===== src/rtl/escape_decoder_if.sv =====
// escape_decoder_if: host byte stream handshake (data/valid/ready) feeding the escape decoder.
//   master: byte source drives data/valid, sees ready; slave: decoder side.
interface escape_decoder_if;
  logic [7:0] data;
  logic       valid;
  logic       ready;
  modport master(output data, valid, input ready);
  modport slave(input data, valid, output ready);
endinterface


===== src/rtl/escape_decoder.sv =====
// escape_decoder: VT52 host-byte interpreter driving character buffer writes, cursor and scroll requests.
//   clk, reset (sync, active-high); host: escape_decoder_if.slave byte stream (data/valid/ready);
//   buf_din/buf_waddr/buf_wen: buffer write port; scroll/scroll_done: scroll request and completion;
//   cursor_row/cursor_col: cursor for the overlay. Define VT52_ERASE_EN to build the ESC J/K erase.
module escape_decoder #(
  parameter int ADDR_BITS = 11,
  parameter int COLS = 80,
  parameter int ROWS = 25
) (
  input  logic                 clk,
  input  logic                 reset,
  escape_decoder_if.slave      host,
  output logic [7:0]           buf_din,
  output logic [ADDR_BITS-1:0] buf_waddr,
  output logic                 buf_wen,
  output logic                 scroll,
  input  logic                 scroll_done,
  output logic [4:0]           cursor_row,
  output logic [6:0]           cursor_col
);
  localparam logic [4:0] LAST_ROW = 5'(ROWS - 1);
  localparam logic [6:0] LAST_COL = 7'(COLS - 1);
  localparam logic [7:0] ROWS_B = 8'(ROWS);
  localparam logic [7:0] COLS_B = 8'(COLS);
  localparam logic [ADDR_BITS-1:0] COLS_A = ADDR_BITS'(COLS);
  typedef enum logic [2:0] {IDLE, ESC, YROW, YCOL, ERASE, SCROLL_WAIT} state_t;
  state_t state, state_n;
  logic [4:0] row_n;
  logic [6:0] col_n;
  logic [7:0] din_n, v, tab;
  logic [ADDR_BITS-1:0] waddr_n, cur_addr, row_base;
  logic wen_n, scroll_n, take, in_row, in_col;
  assign take = host.valid && host.ready;
  assign row_base = ADDR_BITS'(cursor_row) * COLS_A;
  assign cur_addr = row_base + ADDR_BITS'(cursor_col);
  // bytes below 0x20 must not wrap into range, hence the explicit lower bound
  assign v = host.data - 8'h20;
  assign in_row = host.data >= 8'h20 && v < ROWS_B;
  assign in_col = host.data >= 8'h20 && v < COLS_B;
  assign tab = ({1'b0, cursor_col} | 8'h07) + 8'h01;
`ifdef VT52_ERASE_EN
  localparam logic [ADDR_BITS-1:0] SCREEN_END = ADDR_BITS'(ROWS * COLS - 1);
  localparam logic [ADDR_BITS-1:0] COLS_M1 = ADDR_BITS'(COLS - 1);
  logic [ADDR_BITS-1:0] erase_end, end_n;
  always_ff @(posedge clk) erase_end <= reset ? '0 : end_n;
`endif
  always_comb begin
    state_n = state;
    row_n = cursor_row;
    col_n = cursor_col;
    din_n = buf_din;
    waddr_n = buf_waddr;
    wen_n = 1'b0;
    scroll_n = 1'b0;
`ifdef VT52_ERASE_EN
    end_n = erase_end;
`endif
    case (state)
      IDLE: if (take) begin
        if (host.data >= 8'h20 && host.data <= 8'h7e) begin
          wen_n = 1'b1;
          din_n = host.data;
          waddr_n = cur_addr;
          col_n = cursor_col == LAST_COL ? cursor_col : cursor_col + 7'd1;
        end else if (host.data == 8'h0d) col_n = '0;
        else if (host.data == 8'h0a) begin
          row_n = cursor_row == LAST_ROW ? cursor_row : cursor_row + 5'd1;
          scroll_n = cursor_row == LAST_ROW;
          state_n = cursor_row == LAST_ROW ? SCROLL_WAIT : IDLE;
        end else if (host.data == 8'h08) col_n = cursor_col == '0 ? cursor_col : cursor_col - 7'd1;
        else if (host.data == 8'h09) col_n = tab > {1'b0, LAST_COL} ? LAST_COL : tab[6:0];
        else if (host.data == 8'h1b) state_n = ESC;
      end
      ESC: if (take) begin
        state_n = IDLE;
        case (host.data)
          "A": row_n = cursor_row == '0 ? cursor_row : cursor_row - 5'd1;
          "B": row_n = cursor_row == LAST_ROW ? cursor_row : cursor_row + 5'd1;
          "C": col_n = cursor_col == LAST_COL ? cursor_col : cursor_col + 7'd1;
          "D": col_n = cursor_col == '0 ? cursor_col : cursor_col - 7'd1;
          "H": begin
            row_n = '0;
            col_n = '0;
          end
`ifdef VT52_ERASE_EN
          // first blank is written straight away; ERASE walks buf_waddr up to erase_end
          "J", "K": begin
            state_n = ERASE;
            wen_n = 1'b1;
            din_n = 8'h20;
            waddr_n = cur_addr;
            end_n = host.data == "J" ? SCREEN_END : row_base + COLS_M1;
          end
`endif
          "Y": state_n = YROW;
          default: ;
        endcase
      end
      YROW: if (take) begin
        row_n = in_row ? v[4:0] : cursor_row;
        state_n = YCOL;
      end
      YCOL: if (take) begin
        col_n = in_col ? v[6:0] : cursor_col;
        state_n = IDLE;
      end
`ifdef VT52_ERASE_EN
      ERASE: if (buf_waddr == erase_end) state_n = IDLE;
      else begin
        wen_n = 1'b1;
        waddr_n = buf_waddr + ADDR_BITS'(1);
      end
`endif
      SCROLL_WAIT: if (scroll_done) state_n = IDLE;
      default: state_n = IDLE;
    endcase
  end
  // ready is registered so it stays low for the first cycle after reset releases
  always_ff @(posedge clk) begin
    if (reset) begin
      state <= IDLE;
      host.ready <= 1'b0;
      buf_din <= 8'h20;
      buf_waddr <= '0;
      buf_wen <= 1'b0;
      scroll <= 1'b0;
      cursor_row <= '0;
      cursor_col <= '0;
    end else begin
      state <= state_n;
      host.ready <= state_n != ERASE && state_n != SCROLL_WAIT;
      buf_din <= din_n;
      buf_waddr <= waddr_n;
      buf_wen <= wen_n;
      scroll <= scroll_n;
      cursor_row <= row_n;
      cursor_col <= col_n;
    end
  end
endmodule

===== src/flat_wrapper.sv =====
// flat-port wrapper written by rule: the top's interface ports become plain ports
module escape_decoder_flat 
#(
  parameter int ADDR_BITS = 11,
  parameter int COLS = 80,
  parameter int ROWS = 25
)
  (clk, reset, buf_din, buf_waddr, buf_wen, scroll, scroll_done, cursor_row, cursor_col, host_data, host_valid, host_ready);
  escape_decoder_if host_i ();
  input  logic clk;
  input  logic reset;
  output logic [7:0] buf_din;
  output logic [ADDR_BITS-1:0] buf_waddr;
  output logic buf_wen;
  output logic scroll;
  input  logic scroll_done;
  output logic [4:0] cursor_row;
  output logic [6:0] cursor_col;
  input wire logic [$bits(host_i.data)-1:0] host_data;
  input wire logic [$bits(host_i.valid)-1:0] host_valid;
  output wire logic [$bits(host_i.ready)-1:0] host_ready;
  assign host_i.data = host_data;
  assign host_i.valid = host_valid;
  assign host_ready = host_i.ready;
  escape_decoder #(.ADDR_BITS(ADDR_BITS), .COLS(COLS), .ROWS(ROWS)) u_core (.clk(clk), .reset(reset), .host(host_i), .buf_din(buf_din), .buf_waddr(buf_waddr), .buf_wen(buf_wen), .scroll(scroll), .scroll_done(scroll_done), .cursor_row(cursor_row), .cursor_col(cursor_col));
endmodule

===== config.mk =====
export PLATFORM = sky130hd
export DESIGN_NAME = escape_decoder_flat
export DESIGN_NICKNAME = d
export VERILOG_FILES = /design/src/rtl/escape_decoder_if.sv /design/src/rtl/escape_decoder.sv /design/src/flat_wrapper.sv
export SDC_FILE = /design/constraint.sdc
export NUM_CORES = 1
export LEC_CHECK = 0
export BUFFER_PORTS_ARGS = -buffer_cell sky130_fd_sc_hd__buf_2
export CORE_UTILIZATION = 55
export DETAILED_ROUTE_END_ITERATION = 16
export PLACE_DENSITY = 0.76
export SLEW_MARGIN = 40
export SYNTH_ARGS = -nofsm -noshare
export SYNTH_HDL_FRONTEND = slang
export SYNTH_SLANG_ARGS = --single-unit

===== constraint.sdc =====
create_clock -name clk -period 3.1 [get_ports clk]
set_clock_uncertainty 0.05 [all_clocks]
set_input_delay 0.31 -clock clk [delete_from_list [all_inputs] [get_ports clk]]
set_output_delay 0.31 -clock clk [all_outputs]
set_load 0.01 [all_outputs]

==> results.json, run 1 <==
{
  "placed_area_sq_mm": 0.00345,
  "endpoint_kind": "register",
  "post-dp-hpwl_um": 6290,
  "avgSynthCellArea_sq_um": 7.60,
  "worst_skew_pair.late_latency_ns": 0.30,
  "fp.dieArea_sq_mm": 0.00618,
  "synth.cell_area_sq_mm": 0.00323,
  "portBuffers": 45,
  "fin_setup_tns_ns": 0,
  "ys_seq_elements": 37,
  "grt_pass1_wl_um": 14600,
  "syn-num-nets": 457,
  "criticalPathCategory": "register to register",
  "reg2reg_slack_ns": 0.42,
  "setup_viol": 0,
  "synthCells": 425,
  "drv_slew": 0,
  "final_nets": 486,
  "cp-start-kind": "register",
  "worstPathArrival_ns": 2.84,
  "leakage_uw": 0.00145,
  "hp-start": "host_data[6]",
  "clock_path_buffers": 2,
  "placedCellCount": 519,
  "ctsHoldBuffers": 0,
  "wl_um": 8930,
  "hold_class": "primary input to register",
  "peakVddDrop_v": 0.000206,
  "postCtsSetupBuffers": 0,
  "yosysWarnings": 0,
  "worstMarginPinSlew_ns": 0.845,
  "ant_nets": 0,
  "synth_ff_type": "dfxtp_1",
  "synth_edf_count": 0,
  "initial_utilization_pct": 57.9,
  "async_flop_share_pct": 0,
  "yosysUniqueCellTypes": 72,
  "rows": 27,
  "holdWs_ns": 0.294,
  "min_period_ns": 2.68,
  "status": "finished clean",
  "first_pass_iters": 5,
  "power_density_mw_per_mm2": 343,
  "ys_seq_area_share_pct": 22.9,
  "required_ns": 3.27,
  "vias_per_cell": 6.31,
  "cts_sinks": 37,
  "postLayoutCellArea_sq_mm": 0.00358,
  "cts_resized": 0,
  "worstSetupStartpoint": "u_core.cursor_col[4]",
  "slew-limit-headroom_pct": 43.6,
  "grt_pass1_vias": 2991,
  "ctsRootBufferMaster": "clkbuf_8",
  "place_congestion": 0.959,
  "final_cell_mix": "nand2_1, buf_2, a21oi_1, dfxtp_1, nor2_1",
  "antenna_found_initial": 0,
  "cap_viol_max_count": 0,
  "core_area_sq_mm": 0.00557,
  "h-tree-depth": 2,
  "fin_crit_sh_pct": 86.4,
  "r2r_start": "u_core.cursor_col[4]",
  "grt_setup_unrepaired": "no",
  "clk_pin_slew_ns": 0.09,
  "drc": 0,
  "ios": 46,
  "syn2layout_area_growth_pct": 11.0,
  "clock.fmax_mhz": 373,
  "wl_per_cell_um": 16.9,
  "die_w_um": 78.6,
  "grt_usage_pct": 30.1,
  "cts_made_buffers": 5,
  "grt_overflow_total": 0,
  "drtIter0Drc": 300,
  "instances_no_fill": 527,
  "grt_max_degree": 24,
  "via_count": 3327,
  "p_total_uw": 1230,
  "die_y_um": 78.6,
  "hold_viol_final": 0,
  "cts_tree": "yes",
  "final_common_cell": "nand2_1",
  "diodes": 0,
  "path_max_fanout": 11,
  "drive_above_1_share_pct": 17.6
}
[path summary, 6_finish.rpt]
| path | endpoint | depth (start not counted) |
|---|---|---|
| worst min register to register | u_core.buf_waddr[6] | 2 |
| worst min-delay path | u_core.buf_din[6] | 3 |
| worst max-delay path | u_core.buf_waddr[10] | 9 |
| worst max register to register | u_core.buf_waddr[10] | 9 |
[power breakdown]
group	internal (uW)	switching (uW)
logic	74.5	126
registers	485	15.1
clock network	324	203
total	884	344
[cell families after synthesis]
family,synth area share [%]
muxes,1.86
and+or+nand+nor,29.1
adders and majority gates,8.21
xor gates and xnor gates,6.51
DFF,22.9
buffers and inverters,7.56
AOI/OAI and AO/OA,23.8
[layout make-up]
type | count | area, sq um
multi-input cells | 338 | 2240
clock buffers | 5 | 68.8
fillers | 517 | 1990
flip-flops and latches | 37 | 741
repair buffers | 57 | 315
well taps | 72 | 90.1
inverters | 15 | 56.3
clock inverters | 3 | 68.8
[state kept, by name, indices dropped and copies added, names as in the netlist]
signal	flops
u_core.buf_waddr	11
u_core.buf_din	8
u_core.cursor_col	7
u_core.cursor_row	5
u_core.state	3
u_core.buf_wen	1
u_core.host.ready	1
u_core.scroll	1
[metrics by stage]
| stage | worst slack, ns | util, % |
|---|---|---|
| 6_report | 0.420 | 64.3 |
| 5_1_grt | 0.239 | 64.3 |
| 4_1_cts | 0.398 | 64.3 |
| 3_5_place_dp | 0.410 | 61.8 |
| 3_3_place_gp | 0.454 | 61.8 |
| 2_1_floorplan | 0.537 | - |
[Yosys cell counts, drive strengths merged (7+ instances only)]
master	n	area share [%]
nor2b	7	1.4
nand3	17	2.6
a21oi	37	5.7
inv	15	1.7
a211oi	10	2.9
nand2	54	6.3
buf	14	3.3
xnor2	18	4.9
dfxtp	37	23
ha	18	7.0
and3	8	1.5
nor2	25	2.9
nand2b	7	1.4
o21ai	21	3.3
nor3	8	1.2
clkbuf	21	2.5
[layer usage]
layer	wire length, um	vias to the layer above	share of wire [%]	GRT usage (%)
met1	3930	1564	44	39.4
met5	0	-	0	0
met2	4170	158	47	49.4
met3	640	19	7.2	4.42
li1	-	1586	-	-
met4	191	0	2.1	11.5
[worst max-delay path: stages, from the launching register on]
cell      delay [ns]
dfxtp_1         0.57
ha_1            0.26
inv_1           0.06
fa_1            0.40
nor2b_1         0.12
o21ai_0         0.12
or3b_2          0.47
xor2_1          0.16
xnor2_1         0.13
a211oi_1        0.24
Power figures use the tool's default switching activity.
==> run 2: changes to the inputs <==
--- a/config.mk
+++ b/config.mk
@@ -10,4 +10,5 @@
 export DETAILED_ROUTE_END_ITERATION = 16
 export PLACE_DENSITY = 0.76
+export RECOVER_POWER = 25
 export SLEW_MARGIN = 40
 export SYNTH_ARGS = -nofsm -noshare
==> constraint.sdc (replaced) <==
create_clock -name clk -period 2.8 [get_ports clk]
set_clock_uncertainty 0.05 [all_clocks]
set_input_delay 0.28 -clock clk [delete_from_list [all_inputs] [get_ports clk]]
set_output_delay 0.28 -clock clk [all_outputs]
set_load 0.1 [all_outputs]
==> run 2 against run 1 <==
Global-route usage is 0.95 points higher; final cell count is 1.9% higher; first-iteration DRC count is 11% higher; flip-flop and latch count stayed put; highest routed layer unchanged; combinational power is 61% higher; final area is 1.6% higher.
==> results.json, run 2 (synthesis gave the netlist of run 1 again) <==
{
  "rows": 27,
  "ctsHoldBuffers": 0,
  "largest_reg_flops": 11,
  "clock.fmax_mhz": 386,
  "grt_pass1_wl_um": 15200,
  "placedCellCount": 529,
  "via_count": 3404,
  "grt_setup_unrepaired": "no",
  "drtIter0Drc": 334,
  "min_period_ns": 2.59,
  "cap_viol_max_count": 0,
  "required_ns": 2.97,
  "critPathTopFamily": "adder cells",
  "register_area_sq_um": 748,
  "holdWs_ns": 0.271,
  "fin_crit_sh_pct": 92.4,
  "final_common_cell": "nand2_1",
  "post-dp-hpwl_um": 6770,
  "ant_nets": 0,
  "p_total_uw": 1450,
  "multi_input_area_sq_mm": 0.00224,
  "path_cells": "ha_1 -> ha_1 -> fa_1 -> xnor2_1 -> or3b_2 -> xor2_1 -> xnor2_1 -> a211oi_1",
  "clock_path_buffers": 2,
  "path_max_fanout": 8,
  "drc": 0,
  "grt_pass1_vias": 3141,
  "grt_overflow_total": 0,
  "largestRegisters": "u_core.buf_waddr x11, u_core.buf_din x8, u_core.cursor_col x7",
  "instances_no_fill": 537,
  "wl_um": 9270,
  "first_pass_iters": 5,
  "fillers": 521,
  "largest-register": "u_core.buf_waddr",
  "h-tree-depth": 2,
  "ios": 46,
  "die_y_um": 78.6,
  "fp.dieArea_sq_mm": 0.00618,
  "portBuffers": 45,
  "ctsRootBufferMaster": "clkbuf_8",
  "leakage_uw": 0.00143,
  "status": "finished clean",
  "worst-path-buf-inv": 0,
  "place_congestion": 0.979,
  "cpPeakStageDelay_ns": 0.49,
  "final_cell_mix": "nand2_1, a21oi_1, dfxtp_1",
  "worst_skew_pair.late_latency_ns": 0.30,
  "criticalPathCategory": "register to register",
  "drv_slew": 0,
  "power_density_mw_per_mm2": 397,
  "cts_resized": 0,
  "slowest_stage": "or3b_2",
  "cts_made_buffers": 5,
  "cts_tree": "yes",
  "antenna_found_initial": 0,
  "wl_per_cell_um": 17.3,
  "cts_sinks": 37,
  "core_area_sq_mm": 0.00557,
  "syn2layout_area_growth_pct": 12.8,
  "grt_max_degree": 24,
  "clk_pin_slew_ns": 0.08,
  "hold_viol_final": 0,
  "diodes": 0,
  "vias_per_cell": 6.34,
  "peakVddDrop_v": 0.000297,
  "setup_viol": 0,
  "worstMarginPinSlew_ns": 1.18,
  "cp-start-kind": "register",
  "postCtsSetupBuffers": 0,
  "fin_setup_tns_ns": 0,
  "die_w_um": 78.6,
  "worstPathArrival_ns": 2.76,
  "drive_above_1_share_pct": 17.0,
  "slew-limit-headroom_pct": 21.8,
  "grt_usage_pct": 31.0,
  "initial_utilization_pct": 57.9,
  "final_nets": 496,
  "hold_class": "primary input to register",
  "endpoint_kind": "register"
}
==> run 2: final timing paths <==
kind                                to                 start  depth (start not counted)  slack [ns]
setup / recovery  u_core.buf_waddr[10]  u_core.cursor_row[1]                          8        0.21
hold / removal       u_core.buf_din[6]          host_data[6]                          3        0.27
setup reg to reg  u_core.buf_waddr[10]  u_core.cursor_row[1]                          8        0.21
hold reg to reg    u_core.buf_waddr[7]   u_core.buf_waddr[7]                          2        0.41
==> run 2: cell type report <==
class	count	area share, %
timing repair buffer	67	10.1
multi-input combinational	338	61.6
inverter	15	1.55
clock inverter	3	1.89
tap	72	2.47
clock buffer	5	1.89
sequential	37	20.5
==> run 2: layer usage <==
layer  global-route usage, %  wire length [um]  vias to the layer above
li1                        -                 -                     1610
met1                    41.1              4130                     1592
met2                    51.3              4230                      173
met3                    4.07               670                       29
met4                    10.7               245                        0
met5                       0                 0                        -
==> run 2: stage by stage <==
stage	utilization [%]	area (sq um)	setup slack, ns
final	65.4	3640	0.212
after global routing	65.4	3640	0.0856
after CTS	65.8	3670	0.193
after detailed placement	63.3	3530	0.197
after global placement	63.3	3530	0.164
after floorplan	-	3240	-0.232
==> run 2: worst register-to-register path: cells and delay by family (launching register included) <==
kind            cells  cell delay (ns)
compound gates      1             0.22
flops               1             0.37
simple gates        1             0.49
xor+xnor            3             0.47
fa+ha+maj           3             0.91
==> run 2: power breakdown <==
group          switching [uW]  total [uW]  internal (uW)
clock                     220         579            359
sequential               8.78         546            538
combinational             232         322           90.0
==> run 3: changes to the inputs <==
Settings changed: CORE_UTILIZATION 55 to 53, PLACE_DENSITY 0.76 to 0.77.
Clock period 2.8 ns to 2.2 ns, I/O delays scaled along.
==> run 3 against run 2 <==
The run now ends with negative setup slack left; global-route usage shrank 0.37 points; sequential share of layout area is 1.9 points lower; register-to-register slack got worse by 0.30 ns; flip-flop and latch count is the same; core utilization increased by 5.0 points; clock power up 13%; largest power group is now registers; highest routed layer unchanged.
==> results.json, run 3 (synthesis gave the netlist of run 1 again) <==
{
  "drv_slew": 0,
  "clock_path_buffers": 2,
  "r2r-end": "u_core.buf_waddr[10]",
  "portBuffers": 45,
  "peakVddDrop_v": 0.000287,
  "reg2reg_slack_ns": -0.08,
  "worstPathArrival_ns": 2.46,
  "required_ns": 2.37,
  "initial_utilization_pct": 54.9,
  "wl_per_cell_um": 16.5,
  "syn2layout_area_growth_pct": 28.2,
  "die_w_um": 80.1,
  "path_max_fanout": 2,
  "ctsRootBufferMaster": "clkbuf_8",
  "rows": 28,
  "largest_reg_flops": 11,
  "worstRegToRegCells": 7,
  "criticalPathCategory": "register to register",
  "endpoint_kind": "register",
  "grt_max_degree": 23,
  "h-tree-depth": 2,
  "r2r_start": "u_core.cursor_row[3]",
  "slowest_stage": "fa_2",
  "worst_skew_pair.late_latency_ns": 0.31,
  "wl_um": 9790,
  "final_cell_mix": "buf_4, nand2_1, a21oi_1",
  "failed_checks": "negative setup slack",
  "path_cells": "ha_4 -> ha_4 -> fa_2 -> or3b_4 -> xor2_1 -> xnor2_1 -> a211oi_1",
  "first_pass_iters": 7,
  "worstMarginPinSlew_ns": 1.18,
  "cp-start-kind": "register",
  "ant_nets": 0,
  "critPathMostFrequentCell": "ha_4",
  "status": "complete, but fails checks",
  "largestRegisters": "u_core.buf_waddr x11, u_core.buf_din x8, u_core.cursor_col x7",
  "grt_setup_unrepaired": "yes",
  "fin_crit_sh_pct": 104,
  "drc": 0,
  "worstSetupStartpoint": "u_core.cursor_row[3]",
  "worst-path-stages": 7,
  "via_count": 3617,
  "clk_pin_slew_ns": 0.08,
  "grt_pass1_vias": 3229,
  "hold_class": "primary input to register",
  "largest-register": "u_core.buf_waddr",
  "grt_overflow_total": 0,
  "cap_viol_max_count": 0,
  "grt_pass1_wl_um": 15200,
  "slew-limit-headroom_pct": 21.7,
  "worst-path-buf-inv": 0,
  "ios": 46,
  "power_density_mw_per_mm2": 441,
  "setup_ws_ns": -0.0838,
  "core_area_sq_mm": 0.00589,
  "final_nets": 548,
  "drive_above_1_share_pct": 28.2,
  "leakage_uw": 0.00170,
  "cts_made_buffers": 5,
  "worstSetupEndpoint": "u_core.buf_waddr[10]",
  "final_common_cell": "buf_4",
  "holdWs_ns": 0.285,
  "cpPeakStageDelay_ns": 0.54,
  "setup_viol": 1,
  "hold_viol_final": 0,
  "ctsHoldBuffers": 0,
  "cts_tree": "yes",
  "post-dp-hpwl_um": 7250,
  "drtIter0Drc": 291,
  "grt_usage_pct": 30.7,
  "vias_per_cell": 6.11,
  "finish.utilization_pct": 70.3,
  "antenna_found_initial": 0,
  "fp.dieArea_sq_mm": 0.00641,
  "clock.fmax_mhz": 438,
  "cts_sinks": 37,
  "die_y_um": 80.1,
  "diodes": 0,
  "critPathTopFamily": "adder cells",
  "place_congestion": 0.926,
  "min_period_ns": 2.28
}
-- run 3: changes by cell type in the layout (fill, tap and decap cells not counted), moves of 2 or more --
| cell | before | now |
|---|---|---|
| dfxtp_2 | 6 | 3 |
| o21ai_0 | 20 | 17 |
| dfxtp_1 | 31 | 27 |
| ha_4 | 0 | 3 |
| o21ai_1 | 1 | 4 |
| bufinv_16 | 2 | 0 |
| ha_1 | 18 | 15 |
| buf_4 | 21 | 73 |
| dfxtp_4 | 0 | 7 |
| clkbuf_16 | 0 | 2 |
-- run 3: metrics by stage --
stage | instances | power (uW) | cell area, sq um | setup TNS (ns) | setup slack [ns]
global placement | 580 | 1150 | 3980 | -0.174 | -0.0954
finish | 592 | 1830 | 4140 | -0.0838 | -0.0838
detailed placement | 580 | 1150 | 3980 | -0.679 | -0.192
global route | 592 | 1890 | 4140 | -0.244 | -0.133
CTS | 588 | 1790 | 4100 | -0.0940 | -0.0940
floorplan | 425 | 1020 | 3330 | -0.443 | -0.277
-- run 3: where the power goes --
part	internal (uW)	total [uW]	switching, uW
Clock	365	652	287
Sequential	677	689	11.8
Combinational	172	485	314
Total	1210	1830	612
-- run 3: cell type report --
type                            instances  area [sq um]
Tap cell                               75          93.8
Inverter                               15          61.3
Sequential cell                        37           771
Clock inverter                          1          8.76
Multi-Input combinational cell        338          2310
Timing Repair Buffer                  119           773
Clock buffer                            7           119
Fill cell                             502          1750
-- run 3: how the worst min path moves through the flow --
stage                     cells after the start  slack [ns]                start                   end
after global placement                        2        0.39  u_core.buf_waddr[9]   u_core.buf_waddr[9]
after CTS                                     4        0.28         host_data[6]     u_core.buf_din[6]
after global routing                          4        0.30         host_data[6]     u_core.buf_din[6]
final                                         4        0.28         host_data[6]     u_core.buf_din[6]
after floorplan                               1        0.24                reset  u_core.cursor_col[1]
after detailed placement                      2        0.39  u_core.buf_waddr[9]   u_core.buf_waddr[9]
-- run 3: what timing repair did --
item                       CTS  global route
setup endpoints to repair    2            10
buffers inserted             0             4
resized for setup            1             8
pin swaps                    0             1
-- run 3: worst min-delay path: cells and delay by family --
family,cells,cell delay [ns]
buffers and inverters,2,0.27
AOI/OAI and AO/OA,1,0.05
and+or+nand+nor,1,0.05
-- run 3: per-layer routing --
metal,wire length (um),track usage [%]
met2,4710,51.9
met4,238,12.3
met3,713,5.23
met5,0,0
met1,4130,38.4
